[src/rtl/accum_table_pkg.sv]
// Shared definitions for the accumulator table: default geometry, derived sizes,
// sequencer state encoding and the tile-to-row address map.
package accum_table_pkg;

  localparam int unsigned DefMaxOutRows = 128;
  localparam int unsigned DefMaxOutCols = 128;
  localparam int unsigned DefSysArrRows = 16;
  localparam int unsigned DefSysArrCols = 16;
  localparam int unsigned DefMaxKPasses = 16;

  localparam int unsigned NRT   = DefMaxOutRows / DefSysArrRows;
  localparam int unsigned NCT   = DefMaxOutCols / DefSysArrCols;
  localparam int unsigned DEPTH = DefMaxOutRows * NCT;
  localparam int unsigned AW    = $clog2(DEPTH);

  typedef enum logic [1:0] {
    StIdle,
    StRun,
    StDone
  } state_e;

  // Each column tile owns a contiguous block of out_rows table rows.
  function automatic int unsigned tile_addr(input int unsigned col_tile,
                                            input int unsigned row_tile,
                                            input int unsigned sub_row,
                                            input logic        reverse,
                                            input int unsigned out_rows,
                                            input int unsigned arr_rows);
    int unsigned off;
    off = reverse ? (arr_rows - 1 - sub_row) : sub_row;
    return col_tile * out_rows + row_tile * arr_rows + off;
  endfunction

endpackage

[src/rtl/accum_wrap_counter.sv]
// Up-counter that wraps to zero at a runtime limit; wrap flags the limit value.
module accum_wrap_counter #(
  parameter int unsigned W = 4
) (
  input  logic         clk,
  input  logic         rst_n,
  input  logic         en,
  input  logic         clr,
  input  logic [W-1:0] limit,
  output logic [W-1:0] count,
  output logic         wrap
);

  logic [W-1:0] count_q;

  always_ff @(posedge clk or negedge rst_n) begin
    if (!rst_n) begin
      count_q <= '0;
    end else if (clr) begin
      count_q <= '0;
    end else if (en) begin
      count_q <= wrap ? '0 : count_q + 1'b1;
    end
  end

  assign wrap  = (count_q == limit);
  assign count = count_q;

endmodule

[src/rtl/accum_table_addr_seq.sv]
// Walks every row of every output tile over K passes, emitting one accumulator
// table address per valid/ready transfer. All outputs come straight from flops.
module accum_table_addr_seq
  import accum_table_pkg::*;
#(
  parameter int unsigned MAX_OUT_ROWS = DefMaxOutRows,
  parameter int unsigned MAX_OUT_COLS = DefMaxOutCols,
  parameter int unsigned SYS_ARR_ROWS = DefSysArrRows,
  parameter int unsigned SYS_ARR_COLS = DefSysArrCols,
  parameter int unsigned MAX_K_PASSES = DefMaxKPasses,
  localparam int unsigned RW    = $clog2(MAX_OUT_ROWS / SYS_ARR_ROWS),
  localparam int unsigned CW    = $clog2(MAX_OUT_COLS / SYS_ARR_COLS),
  localparam int unsigned KW    = $clog2(MAX_K_PASSES),
  localparam int unsigned AddrW = $clog2(MAX_OUT_ROWS * (MAX_OUT_COLS / SYS_ARR_COLS))
) (
  input  logic             clk,
  input  logic             rst_n,
  input  logic             start,
  input  logic             abort,
  input  logic [RW-1:0]    cfg_row_tiles_m1,
  input  logic [CW-1:0]    cfg_col_tiles_m1,
  input  logic [KW-1:0]    cfg_k_passes_m1,
  input  logic             cfg_reverse,
  output logic             addr_valid,
  input  logic             addr_ready,
  output logic [AddrW-1:0] addr,
  output logic             accum,
  output logic             last,
  output logic             busy,
  output logic             done
);

  localparam int unsigned SW = $clog2(SYS_ARR_ROWS);
  localparam logic [SW-1:0] SubLim = SW'(SYS_ARR_ROWS - 1);

  state_e state_q, state_d;

  logic [RW-1:0] row_lim_q;
  logic [CW-1:0] col_lim_q;
  logic [KW-1:0] k_lim_q;
  logic          rev_q;

  logic             valid_q, valid_d, accum_q, accum_d, last_q, last_d;
  logic             busy_q, busy_d, done_q, done_d;
  logic [AddrW-1:0] addr_q, addr_d;

  logic [SW-1:0] sub_cnt, sub_nxt;
  logic [RW-1:0] row_cnt, row_nxt;
  logic [CW-1:0] col_cnt, col_nxt;
  logic [KW-1:0] k_cnt, k_nxt;
  logic          sub_wrap, row_wrap, col_wrap, k_wrap;
  logic          start_ok, abort_ok, xfer, clr;
  logic          en_sub, en_row, en_col, en_k, last_nxt;

  assign start_ok = (state_q == StIdle) && start;
  assign abort_ok = (state_q != StIdle) && abort;
  assign xfer     = valid_q && addr_ready;
  assign clr      = start_ok || abort_ok;

  assign en_sub = xfer;
  assign en_row = en_sub && sub_wrap;
  assign en_col = en_row && row_wrap;
  assign en_k   = en_col && col_wrap;

  accum_wrap_counter #(.W(SW)) u_sub (
    .clk(clk), .rst_n(rst_n), .en(en_sub), .clr(clr), .limit(SubLim),
    .count(sub_cnt), .wrap(sub_wrap)
  );
  accum_wrap_counter #(.W(RW)) u_row (
    .clk(clk), .rst_n(rst_n), .en(en_row), .clr(clr), .limit(row_lim_q),
    .count(row_cnt), .wrap(row_wrap)
  );
  accum_wrap_counter #(.W(CW)) u_col (
    .clk(clk), .rst_n(rst_n), .en(en_col), .clr(clr), .limit(col_lim_q),
    .count(col_cnt), .wrap(col_wrap)
  );
  accum_wrap_counter #(.W(KW)) u_k (
    .clk(clk), .rst_n(rst_n), .en(en_k), .clr(clr), .limit(k_lim_q),
    .count(k_cnt), .wrap(k_wrap)
  );

  // Counter values after this edge, so the output flops can load the next address.
  assign sub_nxt = en_sub ? (sub_wrap ? '0 : sub_cnt + 1'b1) : sub_cnt;
  assign row_nxt = en_row ? (row_wrap ? '0 : row_cnt + 1'b1) : row_cnt;
  assign col_nxt = en_col ? (col_wrap ? '0 : col_cnt + 1'b1) : col_cnt;
  assign k_nxt   = en_k   ? (k_wrap   ? '0 : k_cnt   + 1'b1) : k_cnt;
  assign last_nxt = (sub_nxt == SubLim) && (row_nxt == row_lim_q) &&
                    (col_nxt == col_lim_q) && (k_nxt == k_lim_q);

  always_ff @(posedge clk or negedge rst_n) begin
    if (!rst_n) begin
      state_q <= StIdle;
      valid_q <= 1'b0;
      addr_q  <= '0;
      accum_q <= 1'b0;
      last_q  <= 1'b0;
      busy_q  <= 1'b0;
      done_q  <= 1'b0;
    end else begin
      state_q <= state_d;
      valid_q <= valid_d;
      addr_q  <= addr_d;
      accum_q <= accum_d;
      last_q  <= last_d;
      busy_q  <= busy_d;
      done_q  <= done_d;
    end
  end

  always_ff @(posedge clk or negedge rst_n) begin
    if (!rst_n) begin
      row_lim_q <= '0;
      col_lim_q <= '0;
      k_lim_q   <= '0;
      rev_q     <= 1'b0;
    end else if (start_ok) begin
      row_lim_q <= cfg_row_tiles_m1;
      col_lim_q <= cfg_col_tiles_m1;
      k_lim_q   <= cfg_k_passes_m1;
      rev_q     <= cfg_reverse;
    end
  end

  always_comb begin
    state_d = state_q;
    unique case (state_q)
      StIdle:  if (start) state_d = StRun;
      StRun: begin
        if (abort) state_d = StIdle;
        else if (xfer && last_q) state_d = StDone;
      end
      StDone:  state_d = StIdle;
      default: state_d = StIdle;
    endcase
  end

  always_comb begin
    valid_d = valid_q;
    addr_d  = addr_q;
    accum_d = accum_q;
    last_d  = last_q;
    done_d  = (state_d == StDone);
    busy_d  = (state_d == StRun);
    if (start_ok) begin
      valid_d = 1'b1;
      addr_d  = AddrW'(tile_addr(0, 0, 0, cfg_reverse, MAX_OUT_ROWS, SYS_ARR_ROWS));
      accum_d = 1'b0;
      last_d  = 1'b0;
    end else if (abort_ok || (xfer && last_q)) begin
      valid_d = 1'b0;
      addr_d  = '0;
      accum_d = 1'b0;
      last_d  = 1'b0;
    end else if (xfer) begin
      addr_d  = AddrW'(tile_addr(32'(col_nxt), 32'(row_nxt), 32'(sub_nxt), rev_q,
                                 MAX_OUT_ROWS, SYS_ARR_ROWS));
      accum_d = (k_nxt != '0);
      last_d  = last_nxt;
    end
  end

  assign addr_valid = valid_q;
  assign addr       = addr_q;
  assign accum      = accum_q;
  assign last       = last_q;
  assign busy       = busy_q;
  assign done       = done_q;

endmodule
[config.mk]
export PLATFORM = sky130hd
export DESIGN_NAME = accum_table_addr_seq
export DESIGN_NICKNAME = d
export VERILOG_FILES = /design/src/rtl/accum_table_pkg.sv /design/src/rtl/accum_wrap_counter.sv /design/src/rtl/accum_table_addr_seq.sv
export SDC_FILE = /design/constraint.sdc
export NUM_CORES = 1
export LEC_CHECK = 0
export ABC_CLOCK_PERIOD_IN_PS = 3330
export CAP_MARGIN = 40
export CORE_ASPECT_RATIO = 0.6
export CORE_MARGIN = 1
export CORE_UTILIZATION = 55
export CTS_CLUSTER_DIAMETER = 50
export CTS_CLUSTER_SIZE = 10
export DETAILED_ROUTE_END_ITERATION = 10
export GPL_TIMING_DRIVEN = 1
export HOLD_SLACK_MARGIN = 0.12
export PLACE_DENSITY = 0.78
export SETUP_SLACK_MARGIN = 0.2
export SLEW_MARGIN = 20
export SYNTH_ARGS = -nofsm -noshare
export SYNTH_HDL_FRONTEND = slang
export SYNTH_SLANG_ARGS = --single-unit
[constraint.sdc]
create_clock -name clk -period 3.33 [get_ports clk]
set_input_delay 0.4995 -clock clk [delete_from_list [all_inputs] [get_ports clk]]
set_output_delay 0.4995 -clock clk [all_outputs]
set_load 0.005 [all_outputs]
-- After elaboration in Yosys (flattened, before gate mapping)
Index checks and enable logic that the tools add are counted.
Widths: inputs -> output; s select.
- register bits after elaboration: 42
- bits of input ports: 16
- output and inout bits: 15
- word-level logic and storage cells: 79
- add/subtract/negate cells: 7
- equal/unequal tests: 11
- multiplexer cells: 29
- reductions and logical operators: 17
- operators with widths (kind ; count):
    $mux 10 ; 4
    $mux 4 ; 7
    $mux 3 ; 6
    $eq 3x3->1 ; 4
    $add 10x10->10 ; 1
    $add 10x7->10 ; 1
    $logic_and 1x1->1 ; 10
    $add 4x1->4 const B ; 2
    $eq 4x4->1 ; 2
    $eq 4x4->1 const B ; 2
    $mux 1 ; 8
    $add 3x1->3 const B ; 2
    $mux 2 ; 3
    $sub 4x4->5 const A ; 1
    $eq 2x1->1 const B ; 2
    $pmux 2 s2 ; 1
    $reduce_bool 2->1 ; 2
    $reduce_bool 4->1 ; 1
    $reduce_bool 3->1 ; 1
    $eq 2x2->1 const B ; 1
    $logic_not 2->1 ; 1
    $logic_or 1x1->1 ; 2

-- Depth between registers and ports, before layout
Gate-level depths: netlist of run 1.
- word-level depth: 10
- mapped depth: 10
- mapped depth without buffers: 8

-- Hierarchy
From an unflattened synthesis of run 1, not the netlist that was laid out.
- cell total of the unflattened synthesis: 273
- area total of the unflattened synthesis: 2718.9 um^2
- by module, submodules not included (module ; instances ; cells each ; area each (um^2) ; seq. area each (um^2)):
    accum_table_addr_seq ; 1 ; 179 ; 1717.9 ; 700.7
    accum_wrap_counter (u_k ...) ; 2 ; 27 ; 284.0 ; 100.1
    accum_wrap_counter (u_col ...) ; 2 ; 20 ; 216.5 ; 75.1

-- Least setup slack after synthesis of run 1
No wires, ideal clock.
- path kind: input port to flip-flop
- start: in start
- end: reg last_q, in the netlist last
- setup time: 0.092 ns
- arrival time: 2.321 ns
- data required time: 3.238 ns
- setup slack: 0.917 ns
- stages: 9
- buffers on the path: 2
- path through: nor3b_2 > nand2b_1 > buf_6 > or3_1 > buf_2 > nor4_2 > o211ai_1 > or4_1 > o31ai_2
- word-level cells in the longest chain between the ends: 2
- elaborated cells on any way between the ends: 3
- classes of those cells: 1 x mux; 2 x reduce/logical
- RTL lines (element ; RTL line ; source):
    start, declared ; accum_table_addr_seq.sv:18 ; input logic start,
    $logic_and 1x1->1 (*) ; accum_table_addr_seq.sv:55 ; assign start_ok = (state_q == StIdle) && start;
    $reduce_bool 3->1 (no line) or $mux 1 (tied branches) ; - ;
    end signal, assigned ; accum_table_addr_seq.sv:104 ; last_q <= last_d;
    end, declared ; accum_table_addr_seq.sv:43 ; logic valid_q, valid_d, accum_q, accum_d, last_q, last_d;
Mark *: on every way between the ends. The rest lies on a longest branch, timed or not.
A chain may end at the register's enable or synchronous reset.

-- Worst setup path in the final report of run 1
- start: in addr_ready
- end: reg last_q, in the netlist last
- word-level cells in the longest chain between the ends: 10
- elaborated cells on any way between the ends: 21
- classes of those cells: 4 x eq/ne; 7 x mux; 10 x reduce/logical
- RTL lines (element ; RTL line ; source):
    start, declared ; accum_table_addr_seq.sv:25 ; input logic addr_ready,
    $logic_and 1x1->1 (*) ; accum_table_addr_seq.sv:57 ; assign xfer = valid_q && addr_ready;
    $logic_and 1x1->1 ; accum_table_addr_seq.sv:61 ; assign en_row = en_sub && sub_wrap;
    $logic_and 1x1->1 or $mux 3 (tied branches) ; - ;
    $logic_and 1x1->1, or another cell as far along ; accum_table_addr_seq.sv:63 ; assign en_k = en_col && col_wrap;
    $mux 4, or another cell as far along ; - ;
    $eq 4x4->1 or $logic_and 1x1->1 (tied branches) ; accum_table_addr_seq.sv:88, accum_table_addr_seq.sv:87 ;
    $logic_and 1x1->1 ; accum_table_addr_seq.sv:88 ; (col_nxt == col_lim_q) && (k_nxt == k_lim_q);
    $mux 1 ; accum_table_addr_seq.sv:154 ; end else if (xfer) begin
    $mux 1 ; accum_table_addr_seq.sv:149 ; end else if (abort_ok || (xfer && last_q)) begin
    $mux 1 ; accum_table_addr_seq.sv:144 ; if (start_ok) begin
Mark *: on every way between the ends. The rest lies on a longest branch, timed or not. The select of a mux whose other input is x is not followed.

==> impl_metrics.ini, run 1 <==
[run_status]
run_status = complete, no violations

[logic_synthesis]
dominantRegCellSynth = dfrtp_1
syn_avg_cell_area_um2 = 9.64
yosys_warnings = 0
netlist_instances = 238
fraction_of_synthesized_cell_area_taken_by_the_top_area_cell_type = 0.458
synth-seq-cells = 42
sequential_to_total_area_share_from_yosys_stat = 0.458
synthDominantAreaCellType = dfrtp_1
asyncSetResetFlopFracSynth = 1.00
post_synth_num_cell_types = 43
post_synthesis_cell_area_mm2 = 0.00229
post_synth_net_total = 258
number_of_flops_mapped_to_enable_cells_by_yosys = 0
netlist_top_cells_area = dfrtp_1 46%, xnor2_1 5.7%, o21ai_0 5.2%, mux2_2 4.9%, nand2_1 3.8%

[timing]
final-setup-viol-count = 0
tightest_slew_ns = 0.576
max_freq_ghz = 0.365
tns_ns = 0
grt_setup_unrepaired = false
period_utilization_post_route = 0.822
worst_slew_margin_rel = 0.616
timing.clock.skew_ns = 0.00553
finalHoldViolations = 0
finalMaxSlewViolations = 0
post-route-min-period_ns = 2.74

[setup_path]
r2r.worst_path.cells = 8
worstPathMaxFanout = 6
number_of_logic_stages_on_the_critical_path_including_buffering = 8
critical_path.cell_chain = clkdlybuf4s50_1 > nand3_2 > nor2_1 > nand3_1 > o31ai_1 > o21ai_0 > or4_1 > o31ai_2
type_of_the_setup_path_with_the_least_slack = input pin to register
end_kind = register
critPathMaxStageDelay_ns = 0.60
cpLargestDelayFamily = simple AND/OR/NAND/NOR gates
cpMaxStageDelayCell = clkdlybuf4s50_1
path_buf_inv = 1
critPathArrivalTime_ns = 2.95
required_time_of_the_critical_path_ns = 3.54
crit_path_start_kind = input pin

[final_layout]
finalInstanceArea_mm2 = 0.00281
finalNetCount = 292
fillCellCount = 287
n_antenna_cell = 0
fraction_of_final_layout_cells_sized_beyond_drive_strength_1 = 0.121
mostFrequentLayoutCell = dfrtp_1
area_growth_syn_to_layout_pct = 22.7
layout_common_cells = 42 x dfrtp_1, 29 x clkdlybuf4s50_1, 24 x o21ai_0

[die]
design.die.area_mm2 = 0.00444
placement_rows = 17
chipHeight_um = 52.0
start_util = 0.599
die_w_um = 85.4
io_pins = 31
core_region_area_mm2 = 0.00383

[route]
drt-total-wl_um = 5300
routed-via-count = 1904
drtPass1Iterations = 4
final_antenna_violating_net_count = 0
routedWlPerCell_um = 16.6
route.detailed.drc = 0
detail_route.iter0.violations = 147
route.detailed.vias_per_inst = 5.95

[worst_hold_path]
holdCritPathClass = input pin to asynchronous set/reset pin

[global_route]
grt_first_pass_wirelength_um = 8890
grt_max_degree = 25
grtUsageTotal = 0.270
overflow = 0
grt_antenna_before_repair = 0
via_count_of_the_first_global_routing_pass = 1742

[pwr]
irDropWorstVdd_uv = 299
leak_pwr_nw = 1.16
design_power_total_mw = 1.37
power_density_mw_per_mm2 = 486

[placement]
dp_hpwl_um = 3910
placement.cell_area_mm2 = 0.00267
place.port_buffers = 30
globalplace.congestion = 0.906

[job]
cap_violations = 0

[cts]
cts-htree-levels = 2
cts_buffer_depth = 2
post_cts_hold_buffer_count = 0
clk_pin_slew_ns = 0.08
clk_tree_root_cell = clkbuf_8
clock_insertion_delay_worst_skew_ns = 0.30
clk_sink_count = 42
clock_tree_from_tritoncts = built
cts_buffers = 5
post_cts.repair.setup_buffers = 0
ctsResizeCount = 0
metal layers:
metal  global-route usage  share of wire  vias up
met5                    0              0        -
met4               0.0639         0.0087        0
met3               0.0540          0.075        8
met2                0.410           0.44       74
met1                0.400           0.47      905
li1                     -              -      917
Yosys cell counts, types with 2 or more instances:
| library cell | instances |
|---|---|
| mux2_2 | 10 |
| mux2i_1 | 4 |
| a21oi_1 | 15 |
| o21ai_0 | 24 |
| nand2_1 | 23 |
| o31ai_1 | 5 |
| and2_1 | 3 |
| and3_1 | 6 |
| or4_1 | 2 |
| nand4_1 | 3 |
| clkbuf_1 | 6 |
| inv_1 | 5 |
| nand3_1 | 9 |
| nor2_1 | 20 |
| dfrtp_1 | 42 |
| nor2b_1 | 3 |
| and4_1 | 2 |
| xnor2_1 | 15 |
| ha_1 | 4 |
| o211ai_1 | 2 |
| xor2_1 | 5 |
| buf_2 | 3 |
| nor4b_1 | 3 |
| nor3_1 | 4 |
| a31oi_1 | 2 |
power breakdown:
part | switching (mW) | total (mW) | internal, mW | leakage, nW
clock network | 0.178 | 0.498 | 0.320 | 0.0714
logic | 0.126 | 0.262 | 0.136 | 0.536
registers | 0.0513 | 0.608 | 0.557 | 0.550
worst register-to-register path, delay by kind of cell (launching register included):
family	cells	cell delay (ns)
flip-flops	1	0.47
AND/OR/NAND/NOR	4	1.18
adder cells (fa/ha/maj)	1	0.26
AO/OA/AOI/OAI	3	0.59
sequential cells by signal (all words and copies together), names as in the netlist:
signal and cells:
accum 1, u_row.count 3, u_sub.count 4, k_lim_q 4, last 1, row_lim_q 3
addr_valid 1, busy 1, state_q 2, addr 10, rev_q 1, done 1
u_k.count 4, u_col.count 3, col_lim_q 3
metrics by stage:
step | hold WS (ns) | cells | util | setup slack (ns)
after CTS | 0.149 | 320 | 0.735 | 0.631
after floorplan | 0.204 | 238 | - | 0.917
after global routing | 0.168 | 320 | 0.735 | 0.421
after detailed placement | 0.469 | 312 | 0.698 | 0.334
final | 0.142 | 320 | 0.735 | 0.592
after global placement | 0.461 | 311 | 0.691 | 0.394
logic make-up (layout without fill, tap and decap cells):
group / count (synthesis) / in the layout / share of synthesized area
fa+ha+maj: 4 / 4 / 0.0218
mux: 15 / 15 / 0.0715
flops: 42 / 42 / 0.458
xor+xnor: 20 / 20 / 0.0764
simple gates: 87 / 87 / 0.200
buf+inv: 15 / 50 / 0.0295
compound gates: 55 / 55 / 0.142
final timing paths:
| kind | startpoint | slack (ns) | endpoint |
|---|---|---|---|
| worst min-delay path | rst_n | 0.14 | done |
| max in group asynchronous | rst_n | 2.71 | u_k.count[3] |
| worst min register to register | addr[4] | 0.48 | addr[4] |
| min in group clk | addr[4] | 0.48 | addr[4] |
| worst max-delay path | addr_ready | 0.59 | last |
| worst max register to register | u_sub.count[0] | 0.74 | last |
cell type report:
type,count,area (um^2),share of cell area
clock inverter,2,60.1,0.0213
sequential,42,1050,0.373
clock buffer,6,82.6,0.0293
multi-input combinational,181,1170,0.418
tap,47,58.8,0.0209
timing repair buffer,37,368,0.131
inverter,5,18.8,0.00667
No activity file was read; power rests on OpenSTA's default activity.
==> run 2: changes to the inputs <==
--- a/config.mk
+++ b/config.mk
@@ -5,17 +5,17 @@
 export SDC_FILE = /design/constraint.sdc
 export NUM_CORES = 1
 export LEC_CHECK = 0
-export ABC_CLOCK_PERIOD_IN_PS = 3330
+export ABC_CLOCK_PERIOD_IN_PS = 2400
 export CAP_MARGIN = 40
 export CORE_ASPECT_RATIO = 0.6
 export CORE_MARGIN = 1
-export CORE_UTILIZATION = 55
+export CORE_UTILIZATION = 49
 export CTS_CLUSTER_DIAMETER = 50
 export CTS_CLUSTER_SIZE = 10
 export DETAILED_ROUTE_END_ITERATION = 10
 export GPL_TIMING_DRIVEN = 1
 export HOLD_SLACK_MARGIN = 0.12
-export PLACE_DENSITY = 0.78
+export PLACE_DENSITY = 0.73
 export SETUP_SLACK_MARGIN = 0.2
 export SLEW_MARGIN = 20
 export SYNTH_ARGS = -nofsm -noshare
==> constraint.sdc (replaced) <==
create_clock -name clk -period 2.4 [get_ports clk]
set_input_delay 0.36 -clock clk [delete_from_list [all_inputs] [get_ports clk]]
set_output_delay 0.36 -clock clk [all_outputs]
set_load 0.005 [all_outputs]
==> impl_metrics.ini, run 2 (synthesis results as in run 1) <==
[final_layout]
fraction_of_final_layout_cells_sized_beyond_drive_strength_1 = 0.285
final-seq-area_mm2 = 0.00105
flip_flop_count_of_the_largest_register_after_layout = 10
fillCellCount = 324
n_antenna_cell = 0
multi_input_area_mm2 = 0.00130
layout_common_cells = 39 x dfrtp_1, 39 x buf_4, 28 x clkdlybuf4s50_1
postLayoutCoreUtil = 0.738
area_growth_syn_to_layout_pct = 38.4
finalNetCount = 324

[cts]
clock_tree_from_tritoncts = built
cts-htree-levels = 2
cts_buffer_depth = 2
clk_tree_root_cell = clkbuf_8
clk_pin_slew_ns = 0.09
clk_sink_count = 42
clock_insertion_delay_worst_skew_ns = 0.30
cts_buffers = 5

[route]
routed-via-count = 2017
final_antenna_violating_net_count = 0
route.detailed.vias_per_inst = 5.53
detail_route.iter0.violations = 108
drt-total-wl_um = 5800
route.detailed.drc = 0
drtPass1Iterations = 4
routedWlPerCell_um = 15.9

[timing]
grt_setup_unrepaired = true
fin_hold_ws_ns = 0.108
tightest_slew_ns = 0.536
worst_slew_margin_rel = 0.643
finalMaxSlewViolations = 0
timing.clock.skew_ns = 0.00690
final-setup-viol-count = 0
finalHoldViolations = 0
period_utilization_post_route = 0.948
post-route-min-period_ns = 2.28
tns_ns = 0
max_freq_ghz = 0.439

[die]
start_util = 0.533
design.die.area_mm2 = 0.00497
die_w_um = 90.3
io_pins = 31
placement_rows = 18
core_region_area_mm2 = 0.00430
chipHeight_um = 55.0

[setup_path]
type_of_the_setup_path_with_the_least_slack = register to register
required_time_of_the_critical_path_ns = 2.61
crit_path_start_kind = register
end_kind = register
worstPathMaxFanout = 5
critPathArrivalTime_ns = 2.49

[global_route]
grt_max_degree = 43
grtUsageTotal = 0.259
grt_first_pass_wirelength_um = 9500
via_count_of_the_first_global_routing_pass = 1924
grt_antenna_before_repair = 0
overflow = 0

[pwr]
power_report.internal_total_mw = 1.43
power.share.switching = 0.276
p_sw_mw = 0.544
combinationalPowerShare = 0.224
irDropWorstVdd_uv = 397
clock_power_share = 0.347
power_density_mw_per_mm2 = 621
leak_pwr_nw = 1.34
seq_power_share = 0.429

[run_status]
run_status = complete, no violations

[placement]
globalplace.congestion = 0.874
place.port_buffers = 30
dp_hpwl_um = 3900

[worst_hold_path]
holdCritPathClass = input pin to asynchronous set/reset pin

[job]
cap_violations = 0
[run 2: cell count changes in the layout (fill, tap and decap cells not counted), moves of 2 or more]
cell / delta
xnor2_1: -6
buf_4: +33
xnor2_2: +5
nand3_2: +2
dfrtp_1: -3
dfrtp_2: +3
nand3_1: -2
[run 2: power by group through the flow]
stage	logic (mW)	clock network (mW)	registers, mW
floorplan	0.223	0	0.841
global placement	0.391	0	0.846
detailed placement	0.401	0	0.849
CTS	0.430	0.692	0.840
global route	0.482	0.722	0.858
finish	0.440	0.684	0.846
[run 2: timing repair]
| action | CTS | global route |
|---|---|---|
| endpoints found under the hold margin | 0 | 0 |
| buffers inserted | 8 | 1 |
| setup endpoints to repair | 1 | 1 |
| pin swaps | 11 | 8 |
| resized for setup | 17 | 7 |
| hold buffers | 0 | 0 |
[run 2: path summary, 6_finish.rpt]
check	endpoint	from	slack [ns]	cells after the start
hold / removal	state_q[0]	rst_n	0.11	2
setup / recovery	last	row_lim_q[2]	0.12	8
min in group clk	addr[0]	addr[0]	0.48	2
max in group asynchronous	col_lim_q[2]	rst_n	1.88	2
hold reg to reg	addr[0]	addr[0]	0.48	2
setup reg to reg	last	row_lim_q[2]	0.12	8
[run 2: stage by stage]
step / instances / setup slack [ns] / area (um^2) / power (mW)
after CTS: 364 / 0.125 / 3130 / 1.96
final: 365 / 0.125 / 3170 / 1.97
after floorplan: 238 / 0.129 / 2320 / 1.06
after global placement: 348 / -0.231 / 2850 / 1.24
after detailed placement: 348 / -0.288 / 2850 / 1.25
after global routing: 365 / 0.0666 / 3170 / 2.06
[run 2: critical path, stage by stage (launching register included)]
cell	delay (ns)
dfrtp_1	0.47
xnor2_2	0.23
and3_4	0.25
nand3_1	0.12
buf_4	0.16
mux2i_1	0.14
o211ai_1	0.09
or4_1	0.53
o31ai_2	0.18
[run 2: layer usage]
metal	global-route usage	vias to the layer above	routed length, um
met5	0	-	0
met4	0.0833	0	51
met3	0.0642	4	352
met2	0.421	54	2600
met1	0.350	986	2790
li1	-	973	-
[run 2: final cells by class]
type / count / share of cell area
well taps: 60 / 0.0237
inverters: 5 / 0.00591
clock buffers: 5 / 0.0217
flip-flops and latches: 42 / 0.332
clock inverters: 3 / 0.0217
repair buffers: 69 / 0.185
multi-input cells: 181 / 0.410
==> run 3: changes to the inputs <==
--- a/config.mk
+++ b/config.mk
@@ -21,3 +21,4 @@
 export SYNTH_ARGS = -nofsm -noshare
 export SYNTH_HDL_FRONTEND = slang
 export SYNTH_SLANG_ARGS = --single-unit
+export TNS_END_PERCENT = 100
==> results of run 3 <==
No change in the layout: final DEF, timing and power equal those of run 2.
==> RTL edit 1, RTL diff (config.mk and constraints of run 3) <==
Set the package constant `DefSysArrCols` to 64 (it was 16).
--- a/src/rtl/accum_table_pkg.sv
+++ b/src/rtl/accum_table_pkg.sv
@@ -7,3 +7,3 @@
   localparam int unsigned DefSysArrRows = 16;
-  localparam int unsigned DefSysArrCols = 16;
+  localparam int unsigned DefSysArrCols = 64;
   localparam int unsigned DefMaxKPasses = 16;
Ports: changed (resized addr and cfg_col_tiles_m1); port bits go from 31 to 27. The function was not compared with the original's and may differ.
==> RTL edit 1 against run 3 <==
- combinational power is 24% lower
- design area is 25% lower
- setup slack better by 0.21 ns
- cell count is 25% lower
- synthesized cell count is 18% lower
- wire length is 23% lower
- synthesized area is 15% lower
- core utilization is 10 points lower
- sequential cell count is 6 lower
- worst hold slack better by 0.31 ns
- clock skew is 0.0023 ns higher
- power is 25% lower
- die area is 14% lower
- critical path depth is 2 lower
- highest routed layer unchanged
==> RTL edit 1: results <==
metrics = {
    "cells_and_area": {
        "nets": 246,
        "fillers": 305,
        "drive_above_1_share": 0.1491,
        "largest_register_ffs": 8,
    },
    "yosys": {
        "synth_compound_area_frac": 0.1372,
        "syn-instance-count": 195,
        "synth_xor_area_frac": 0.07977,
        "synth_cell_type_count": 47,
        "synth_common_cells": "dfrtp_1, nor2_1, nand2_1",
    },
    "outcome": {
        "status": "finished clean",
    },
    "placed_design": {
        "place_area_sq_mm": 0.002296,
        "port_buffers": 26,
        "place_congestion": 0.9868,
    },
    "grt": {
        "grt_pass1_wl_microns": 7417,
        "grt_start_max_net_pins": 22,
        "gr-usage-met1": 0.3157,
        "use_met2": 0.3618,
        "first_global_vias": 1525,
        "gr-usage-met3": 0.06139,
    },
    "pwr": {
        "vdd_ir_drop_max_mv": 0.4218,
        "p_leak_nw": 1.030,
    },
    "critical_path": {
        "cp.arrival_ns": 2.27,
    },
    "detailed_routing": {
        "wl_per_cell_microns": 16.20,
        "viasPerCell": 5.687,
    },
    "clocking": {
        "postCtsSetupBuffers": 0,
    },
}
-- RTL edit 1: timing repair --
item | CTS | global route
resized for setup | 0 | 2
hold buffers | 0 | 0
setup endpoints to repair | 0 | 1
-- RTL edit 1: power by group --
part	internal (mW)	total, mW	switching, mW
sequential	0.664	0.726	0.0614
combinational	0.178	0.335	0.157
clock	0.197	0.407	0.210
-- RTL edit 1: layer usage --
metal / share of wire / wire, microns
met1: 0.48 / 2130
met2: 0.43 / 1917
met3: 0.078 / 348
met4: 0.013 / 57
met5: 0 / 0
-- RTL edit 1: cells by family after synthesis --
| family | count (synthesis) |
|---|---|
| and+or+nand+nor | 74 |
| AOI/OAI and AO/OA | 39 |
| buffers and inverters | 12 |
| DFF | 36 |
| adders and majority gates | 4 |
| xor gates and xnor gates | 17 |
| muxes | 13 |
-- RTL edit 1: cell type report --
cell class / count / area [sq um] / area share
clock inverters: 1 / 5.005 / 0.002102
repair buffers: 33 / 312.8 / 0.1314
inverters: 5 / 18.77 / 0.007882
flip-flops and latches: 36 / 902.1 / 0.3789
clock buffers: 6 / 72.57 / 0.03048
multi-input cells: 147 / 1011 / 0.4246
well taps: 47 / 58.81 / 0.02470
-- RTL edit 1: worst max-delay path: stages, from the launching register on --
cell and delay [ns]:
dfrtp_1 0.42, ha_1 0.24, and3_1 0.27, and3_2 0.29, nand3_1 0.17, or3_1 0.39, a21oi_1 0.19
-- RTL edit 1: path summary, 6_finish.rpt --
path                                      to  slack (ns)  cells after the start
worst max register to register  u_k.count[3]        0.33                      6
worst min-delay path              k_lim_q[3]        0.41                      2
worst max-delay path            u_k.count[3]        0.33                      6
worst min register to register       addr[7]        0.48                      2
max in group asynchronous       u_k.count[0]        1.71                      2
min in group clk                     addr[7]        0.48                      2
==> RTL edit 2, RTL diff (settings of run 3) <==
Without the edit above. Re-encode `state_e` (3 states) as one-hot, 3 bits wide.
--- a/src/rtl/accum_table_pkg.sv
+++ b/src/rtl/accum_table_pkg.sv
@@ -15,6 +15,6 @@
 
-  typedef enum logic [1:0] {
-    StIdle,
-    StRun,
-    StDone
+  typedef enum logic [2:0] {
+    StIdle = 3'b001,
+    StRun  = 3'b010,
+    StDone = 3'b100
   } state_e;
Formal check against the unedited RTL: no difference found for any inputs over 10 cycles, from zero or initial values and one cycle with rst_n low; not proved beyond that.
==> RTL edit 2 against run 3 <==
- sequential cell count grew 1
- setup slack lost 0.017 ns
- clock skew grew 0.0043 ns
- critical endpoint unchanged
- design area grew 3.1%
- wire length grew 9.7%
- synthesized area grew 6.8%
- largest cell class unchanged
Power is not compared: it rests on default switching activity, and its combinational part moved more than twofold at a synthesized area within 25%.
==> RTL edit 2: results <==
metrics = {
    "cells_and_area": {
        "drive_above_1_share": 0.2554,
        "nets": 344,
        "final_common_cell": "dfrtp_1",
        "diodes": 0,
        "largest_register_ffs": 10,
    },
    "detailed_routing": {
        "firstDrtPassIters": 4,
        "drt-total-wl_microns": 6364,
        "drtIter0Drc": 131,
        "vias": 2186,
    },
    "critical_path": {
        "slowest_stage": "or3_4",
        "cp-startpoint": "u_row.count[0]",
        "critical_path.top_delay_family": "simple AND/OR/NAND/NOR gates",
        "critPathMaxFanout": 6,
        "reg2reg_depth": 8,
        "cp.required_ns": 2.61,
        "cp_slowest_stage_delay_ns": 0.43,
    },
    "grt": {
        "grt.total_usage": 0.2666,
        "antenna_found_initial": 0,
        "grt_start_max_net_pins": 22,
        "first_global_vias": 2102,
        "grt_pass1_wl_microns": 10530,
    },
    "outcome": {
        "status": "finished clean",
    },
    "sta": {
        "fin_worst_skew_ns": 0.01124,
        "slew_violations": 0,
        "slew_headroom": 0.6615,
    },
    "clocking": {
        "root_buffer": "clkbuf_8",
        "clock_path_buffers": 2,
        "ctsHtreeMaxLevel": 2,
        "clk-insertion-delay-late_ns": 0.30,
        "cts_buffers": 5,
        "clk_pin_slew_worst_paths_ns": 0.09,
    },
    "yosys": {
        "synth_nets": 278,
        "syn_area_per_cell_sq_um": 9.496,
        "ys.warnings.count": 0,
        "ys_seq_area_frac": 0.4397,
        "synth_common_cells": "dfrtp_1, nor2_1, nand2_1",
        "synth_area_leaders": "dfrtp_1, nor2_1, mux2_2",
        "synth_cell_type_count": 51,
        "synthArstFlopShare": 1.000,
    },
    "placed_design": {
        "place_congestion": 0.9187,
        "pre_cts_ws_ns": -0.1457,
        "dp_hpwl_microns": 4468,
        "port_buffers": 30,
    },
    "hold_path": {
        "hp-class": "input port to async pin",
    },
    "pwr": {
        "p_leak_nw": 1.395,
        "vdd_ir_drop_max_mv": 0.4446,
    },
    "job": {
        "max_cap_viol_count": 0,
    },
}
==> RTL edit 2: cell count changes after synthesis, sizes merged, moves of 4 or more <==
cell     delta
o21ai       -7
and3        -5
or3         +4
mux2i       -4
xnor2       -4
xor2        +6
nor2        +9
a2bb2oi     +4
nor3        +4
==> RTL edit 2: path summary, 6_finish.rpt <==
| kind | endpoint | slack, ns |
|---|---|---|
| worst min-delay path | addr[1] | 0.42 |
| worst max-delay path | last | 0.11 |
| worst min register to register | addr[6] | 0.54 |
| worst max register to register | last | 0.11 |
| min in group clk | addr[6] | 0.54 |
| max in group asynchronous | state_q[0] | 1.42 |
==> RTL edit 2: metrics by stage <==
step / total power, mW / hold WS [ns] / instance area (sq um) / std cells / TNS [ns]
floorplan: 1.609 / 0.06441 / 2489 / 258 / 0
global placement: 1.989 / 0.2059 / 3052 / 370 / -0.07100
detailed placement: 2.011 / 0.2020 / 3052 / 370 / -0.1457
CTS: 2.560 / 0.4255 / 3272 / 388 / 0
global route: 2.727 / 0.4376 / 3272 / 388 / 0
finish: 2.575 / 0.4231 / 3272 / 388 / 0
==> RTL edit 2: cell type report <==
type / instances / area, sq um
Multi-Input combinational cell: 199 / 1405
Clock inverter: 2 / 13.76
Timing Repair Buffer: 71 / 609.3
Clock buffer: 6 / 72.57
Fill cell: 348 / 1411
Sequential cell: 43 / 1077
Tap cell: 63 / 78.83
Inverter: 4 / 15.01
==> RTL edit 2: power by group <==
part           internal [mW]  switching [mW]  leakage (nW)
clock                  0.206           0.258        0.0452
sequential             0.871           0.150         0.561
combinational          0.543           0.548         0.789
==> RTL edit 2: logic make-up after synthesis <==
group | Yosys count | share of synthesized area
buffers and inverters | 16 | 0.02911
DFF | 43 | 0.4397
muxes | 10 | 0.04750
adders and majority gates | 4 | 0.02043
xor gates and xnor gates | 22 | 0.07865
and+or+nand+nor | 103 | 0.2176
AOI/OAI and AO/OA | 60 | 0.1670
==> RTL edit 2: what timing repair did <==
action | in CTS | in global routing
hold endpoints to repair | 6 | 0
endpoints found under the setup margin | 6 | 4
setup buffers | 9 | 0
pin swaps | 8 | 2
resized for setup | 12 | 1
hold buffers | 1 | 0
==> RTL edit 2: metal layers <==
layer,global-route usage,wire (microns),share of wire,vias to the layer above
met5,0,0,0,-
met4,0.08791,85,0.013,0
met3,0.05285,496,0.078,12
met2,0.3718,2664,0.42,89
met1,0.4090,3118,0.49,1037
li1,-,-,-,1048
